<file path="config.mk">
export PLATFORM = sky130hd
export DESIGN_NAME = bcd_run_counter
export DESIGN_NICKNAME = d
export VERILOG_FILES = /design/src/rtl/bcd_run_counter.sv
export SDC_FILE = /design/constraint.sdc
export NUM_CORES = 1
export LEC_CHECK = 0
export CORE_MARGIN = 5
export CORE_UTILIZATION = 55
export DETAILED_ROUTE_END_ITERATION = 8
export PLACE_DENSITY = 0.72
export SLEW_MARGIN = 20
export SYNTH_ARGS = -nofsm -noshare
export SYNTH_HDL_FRONTEND = slang
export SYNTH_SLANG_ARGS = --single-unit
</file>
<file path="constraint.sdc">
create_clock -name CLK -period 2.45 [get_ports CLK]
set_input_delay 0.49 -clock CLK [delete_from_list [all_inputs] [get_ports CLK]]
set_output_delay 0.49 -clock CLK [all_outputs]
set_load 0.01 [all_outputs]
</file>
<file path="src/rtl/bcd_run_counter.sv">
// bcd_run_counter
//   Front end for the four-digit seven-segment display multiplexer. Three raw
//   push-buttons are synchronised, debounced and edge-detected. The resulting
//   presses drive a run/pause/clear state machine and a prescaled BCD up/down
//   counter whose packed digits feed the display scanner.
//
// Ports
//   CLK      in   system clock, rising edge
//   RST_N    in   asynchronous active-low reset
//   BTN_RUN  in   raw button, a press toggles run/pause
//   BTN_CLR  in   raw button, a press clears the count and stops
//   BTN_DIR  in   raw button, a press toggles the count direction
//   Digits   out  packed BCD value, digit k in bits [4k+3:4k]
//   Running  out  high while counting is enabled
//   Up       out  1 = count up, 0 = count down
//   Update   out  one-cycle strobe in the first cycle Digits shows a new value
module bcd_run_counter #(
  parameter int TICK_DIV  = 100000000,
  parameter int DB_CYCLES = 1000000,
  parameter int DIGITS    = 4
) (
  input  logic                CLK,
  input  logic                RST_N,
  input  logic                BTN_RUN,
  input  logic                BTN_CLR,
  input  logic                BTN_DIR,
  output logic [4*DIGITS-1:0] Digits,
  output logic                Running,
  output logic                Up,
  output logic                Update
);

  localparam int NB    = 3;
  localparam int B_RUN = 0;
  localparam int B_CLR = 1;
  localparam int B_DIR = 2;
  localparam int DBW   = $clog2(DB_CYCLES);
  localparam int PW    = $clog2(TICK_DIV);

  typedef enum logic [1:0] {S_IDLE, S_RUN, S_PAUSE} state_e;

  logic [NB-1:0] btn_raw;
  logic [NB-1:0] press;

  assign btn_raw = {BTN_DIR, BTN_CLR, BTN_RUN};

  // ---------------------------------------------------------------------------
  // Button path: 2-flop synchroniser -> debouncer -> rising-edge detect
  // ---------------------------------------------------------------------------
  for (genvar gi = 0; gi < NB; gi++) begin : g_btn
    logic           sync1_q;
    logic           sync2_q;
    logic           db_q;
    logic           db_prev_q;
    logic [DBW-1:0] cnt_q;

    always_ff @(posedge CLK or negedge RST_N) begin
      if (!RST_N) begin
        sync1_q   <= 1'b0;
        sync2_q   <= 1'b0;
        db_q      <= 1'b0;
        db_prev_q <= 1'b0;
        cnt_q     <= '0;
      end else begin
        sync1_q   <= btn_raw[gi];
        sync2_q   <= sync1_q;
        db_prev_q <= db_q;
        // The counter measures how long the synchronised input has disagreed
        // with the accepted level; any agreement restarts the measurement.
        if (sync2_q == db_q) begin
          cnt_q <= '0;
        end else if (cnt_q == DBW'(DB_CYCLES - 1)) begin
          db_q  <= sync2_q;
          cnt_q <= '0;
        end else begin
          cnt_q <= cnt_q + 1'b1;
        end
      end
    end

    // Both terms are flops, so the press pulse is glitch-free and exactly one
    // cycle long; releases (falling db) never produce a press.
    assign press[gi] = db_q & ~db_prev_q;
  end

  // ---------------------------------------------------------------------------
  // BCD step: every digit below the stepping digit is at its limit (9 going up,
  // 0 going down), so the enable ripples upward through the digits.
  // ---------------------------------------------------------------------------
  logic [4*DIGITS-1:0] digits_q;
  logic [4*DIGITS-1:0] digits_d;
  logic [DIGITS-1:0]   step_en;
  logic                up_q;

  assign step_en[0] = 1'b1;

  for (genvar gi = 0; gi < DIGITS; gi++) begin : g_bcd
    logic [3:0] dig;
    logic [3:0] nxt;

    assign dig = digits_q[4*gi +: 4];

    always_comb begin
      nxt = dig;
      if (step_en[gi]) begin
        if (up_q) begin
          nxt = (dig == 4'd9) ? 4'd0 : dig + 4'd1;
        end else begin
          nxt = (dig == 4'd0) ? 4'd9 : dig - 4'd1;
        end
      end
    end

    assign digits_d[4*gi +: 4] = nxt;

    if (gi < DIGITS - 1) begin : g_carry
      assign step_en[gi+1] = step_en[gi] & (up_q ? (dig == 4'd9) : (dig == 4'd0));
    end
  end

  // ---------------------------------------------------------------------------
  // Control FSM, prescaler and count register
  // ---------------------------------------------------------------------------
  state_e        state_q;
  logic [PW-1:0] presc_q;
  logic          running_q;
  logic          update_q;
  logic          tick;

  assign tick = (state_q == S_RUN) && (presc_q == PW'(TICK_DIV - 1));

  always_ff @(posedge CLK or negedge RST_N) begin
    if (!RST_N) begin
      state_q   <= S_IDLE;
      presc_q   <= '0;
      digits_q  <= '0;
      up_q      <= 1'b1;
      running_q <= 1'b0;
      update_q  <= 1'b0;
    end else begin
      update_q <= 1'b0;

      // A tick in the same cycle still steps with the old direction, because
      // digits_d is built from the current up_q.
      if (press[B_DIR]) begin
        up_q <= ~up_q;
      end

      if (press[B_CLR]) begin
        // Clear wins over run presses and ticks in the same cycle.
        state_q   <= S_IDLE;
        presc_q   <= '0;
        digits_q  <= '0;
        running_q <= 1'b0;
        update_q  <= |digits_q;
      end else begin
        if (tick) begin
          digits_q <= digits_d;
          update_q <= 1'b1;
        end

        case (state_q)
          S_IDLE: begin
            if (press[B_RUN]) begin
              state_q   <= S_RUN;
              running_q <= 1'b1;
              presc_q   <= '0;
            end
          end
          S_RUN: begin
            presc_q <= tick ? '0 : presc_q + 1'b1;
            if (press[B_RUN]) begin
              // Pausing freezes the prescaler where it is, unless this cycle
              // also ticked, in which case it has already wrapped to zero.
              state_q   <= S_PAUSE;
              running_q <= 1'b0;
              if (!tick) begin
                presc_q <= presc_q;
              end
            end
          end
          S_PAUSE: begin
            if (press[B_RUN]) begin
              state_q   <= S_RUN;
              running_q <= 1'b1;
            end
          end
          default: begin
            state_q   <= S_IDLE;
            running_q <= 1'b0;
          end
        endcase
      end
    end
  end

  assign Digits  = digits_q;
  assign Running = running_q;
  assign Up      = up_q;
  assign Update  = update_q;

endmodule
</file>
==> impl_metrics.csv <==
group,metric,value,unit
setup_path,path_class,"flip-flop to flip-flop",
floorplan,die_h,117.6,um
cells_and_area,fillCellCount,889,
sta,tns,0,ns
sta,slew_violations,0,
run,maxCapViolCount,0,
min_path,hp-class,"input port to asynchronous set/reset pin",
sta,tightest_slew,0.8324,ns
synthesis,yosysTopAreaCell,"dfrtp_1",
detailed_routing,viasPerCell,5.935,
sta,max_freq,0.4307,GHz
synthesis,yosysMostFrequentCell,"dfrtp_1",
synthesis,yosysSeqAreaShare,0.4677,
floorplan,start_util,0.5603,
global_route,grtUsageTotal,0.2051,
power,power-per-cell-area,619.1,nW/um^2
place,portBuffers,23,
floorplan,die_area,13830,um^2
sta,fin_skew,0.005091,ns
place,gp_congestion,0.9358,
setup_path,r2r_slack,0.13,ns
setup_path,worst-path-buf-inv,2,
sta,period_minus_slack,2.322,ns
clock_network,cts_tree,"built",
setup_path,crit_path_end_kind,"flip-flop",
clock_network,insertion_delay,0.41,ns
detailed_routing,remaining_drc_errors,0,
clock_network,post_cts_buffers,0,
detailed_routing,wire_per_inst,15.35,um
floorplan,die_w,117.6,um
clock_network,cts-root-buf,"clkbuf_16",
detailed_routing,drt_iter0_markers,375,
synthesis,synth_top_area_frac,0.4636,
sta,final-hold-violation-count,0,
setup_path,slowest_delay,0.55,ns
global_route,grt_pass1_vias,5109,
global_route,grt_pass1_wl,23850,um
global_route,grt_max_degree,38,
global_route,overflow,0,
synthesis,synth_fp_nets,711,
synthesis,post_synth_instance_area,6370,um^2
setup_path,crit_family,"simple AND/OR/NAND/NOR gates",
setup_path,slowest_stage,"or4_4",
synthesis,yosys-top-cells-count,"dfrtp_1, nor2_1, nand3_1",
detailed_routing,ant_nets,0,
clock_network,cts_buffers,17,
clock_network,clk_pin_slew,0.05,ns
place,dp_hpwl,9134,um
synthesis,synth_edf_count,0,
detailed_routing,first_pass_iters,5,
synthesis,async_flop_share,1.000,
power,p_leak,3.110,nW
cells_and_area,diodes,0,
cells_and_area,synthToLayoutAreaGrowth,18.05,%
cells_and_area,finalInstanceArea,7520,um^2
setup_path,path_max_fanout,10,
detailed_routing,vias,5282,
global_route,antenna_found_initial,0,
clock_network,cts_buffer_depth,2,
setup_path,r2r.worst_path.cells,7,
setup_path,path_common_cell,"buf_4",
clock_network,clkSinkCount,119,
outcome,status,"finished, final reports clean",
synthesis,netlist_instances,702,
place,place_area,6893,um^2
floorplan,ioPinCount,24,
synthesis,ys.warnings.count,0,
synthesis,synthFlopType,"dfrtp_1",
synthesis,avgSynthCellArea,9.074,um^2
synthesis,synth.area.top_cells,"dfrtp_1, xnor2_1, nor2_1, nand3_1, xor2_1",
setup_path,crit_chain,"or4_4 -> nor4_4 -> a211oi_4 -> buf_4 -> buf_4 -> or3_1 -> a21oi_1",
floorplan,core_region_area,11370,um^2
cells_and_area,final_core_util,0.6614,
sta,rsz0062_at_grt,"no",
sta,setup_viol,0,
detailed_routing,drt_wl_total,13660,um
floorplan,rows,39,
setup_path,critPathRequiredTime,2.79,ns
setup_path,path_depth,7,
setup_path,cp.arrival,2.66,ns
sta,max_slew_margin,0.4439,
synthesis,yosysUniqueCellTypes,60,
clock_network,cts_max_level,4,
cells_and_area,drive_gt1_frac,0.1017,
power,irDropWorstVdd,0.9007,mV
sta,holdWs,0.05638,ns
setup_path,crit_path_start_kind,"flip-flop",
synthesis,ys_ff_latch,119,
cells_and_area,nets,743,
sta,finalCritPeriodShare,0.9478,
state kept, by name, summed over array words and instances, names as in the netlist:
register,flops
g_btn.sync2_q,3
Update,1
g_btn.sync1_q,3
Running,1
state_q,1
Digits,16
Up,1
g_btn.cnt_q,60
g_btn.db_prev_q,3
presc_q,27
g_btn.db_q,3
per-layer routing:
layer  GRT usage  vias up  part of all wire
li1            -     2553                 -
met1      0.2673     2571              0.46
met2      0.3218      134              0.48
met3     0.05911       24             0.042
met4     0.08387        0             0.019
met5           0        -                 0
area by class of cell:
type,instances,area (um^2),area share
Tap cell,143,178.9,0.02379
Sequential cell,119,2979,0.3962
Clock inverter,10,143.9,0.01913
Clock buffer,22,474.2,0.06306
Inverter,19,71.32,0.009484
Multi-Input combinational cell,524,3182,0.4231
Timing Repair Buffer,53,490.5,0.06522
placed cells by master (no fill, tap or decap), types with 24 or more instances in the layout:
cell type,synthesis,layout
xnor2_1,46,46
a21oi_1,35,35
nor2_1,94,94
nand3_1,52,52
buf_4,0,28
o21ai_0,32,32
dfrtp_1,118,118
nand2_1,41,41
nor3_1,24,24
what timing repair did:
item / in CTS / in global routing
hold buffers: 0 / 0
setup endpoints to repair: 0 / 24
gates resized for setup: 0 / 1
where the power goes:
part	switching [mW]	leakage (nW)	internal [mW]
Sequential	0.0134	1.64	1.98
Clock	0.878	0.305	1.68
Combinational	0.0667	1.17	0.0283
Total	0.959	3.11	3.70
worst paths after layout:
kind / from / to
max: presc_q[12] / presc_q[8]
min: RST_N / presc_q[21]
max reg2reg: presc_q[12] / presc_q[8]
min reg2reg: g_btn[2].sync1_q / g_btn[2].sync2_q
max in group asynchronous: RST_N / Up
min in group CLK: g_btn[2].sync1_q / g_btn[2].sync2_q
per-stage QoR:
step / cells / power [mW] / setup slack (ns)
2_1_floorplan: 702 / 2.065 / 0.02600
3_3_place_gp: 858 / 2.126 / 0.1798
3_5_place_dp: 858 / 2.130 / 0.1336
4_1_cts: 890 / 4.709 / 0.1012
5_1_grt: 890 / 4.819 / 0.01502
6_report: 890 / 4.656 / 0.1280
cell families after synthesis:
logic type,Yosys count,share of synthesized area
AO/OA/AOI/OAI,114,0.1118
buffers and inverters,59,0.03536
XOR/XNOR,68,0.09350
AND/OR/NAND/NOR,327,0.2658
multiplexers,11,0.01807
adder cells (fa/ha/maj),4,0.007857
flip-flops,119,0.4677
Note: power is estimated with default switching activity, not from simulation.
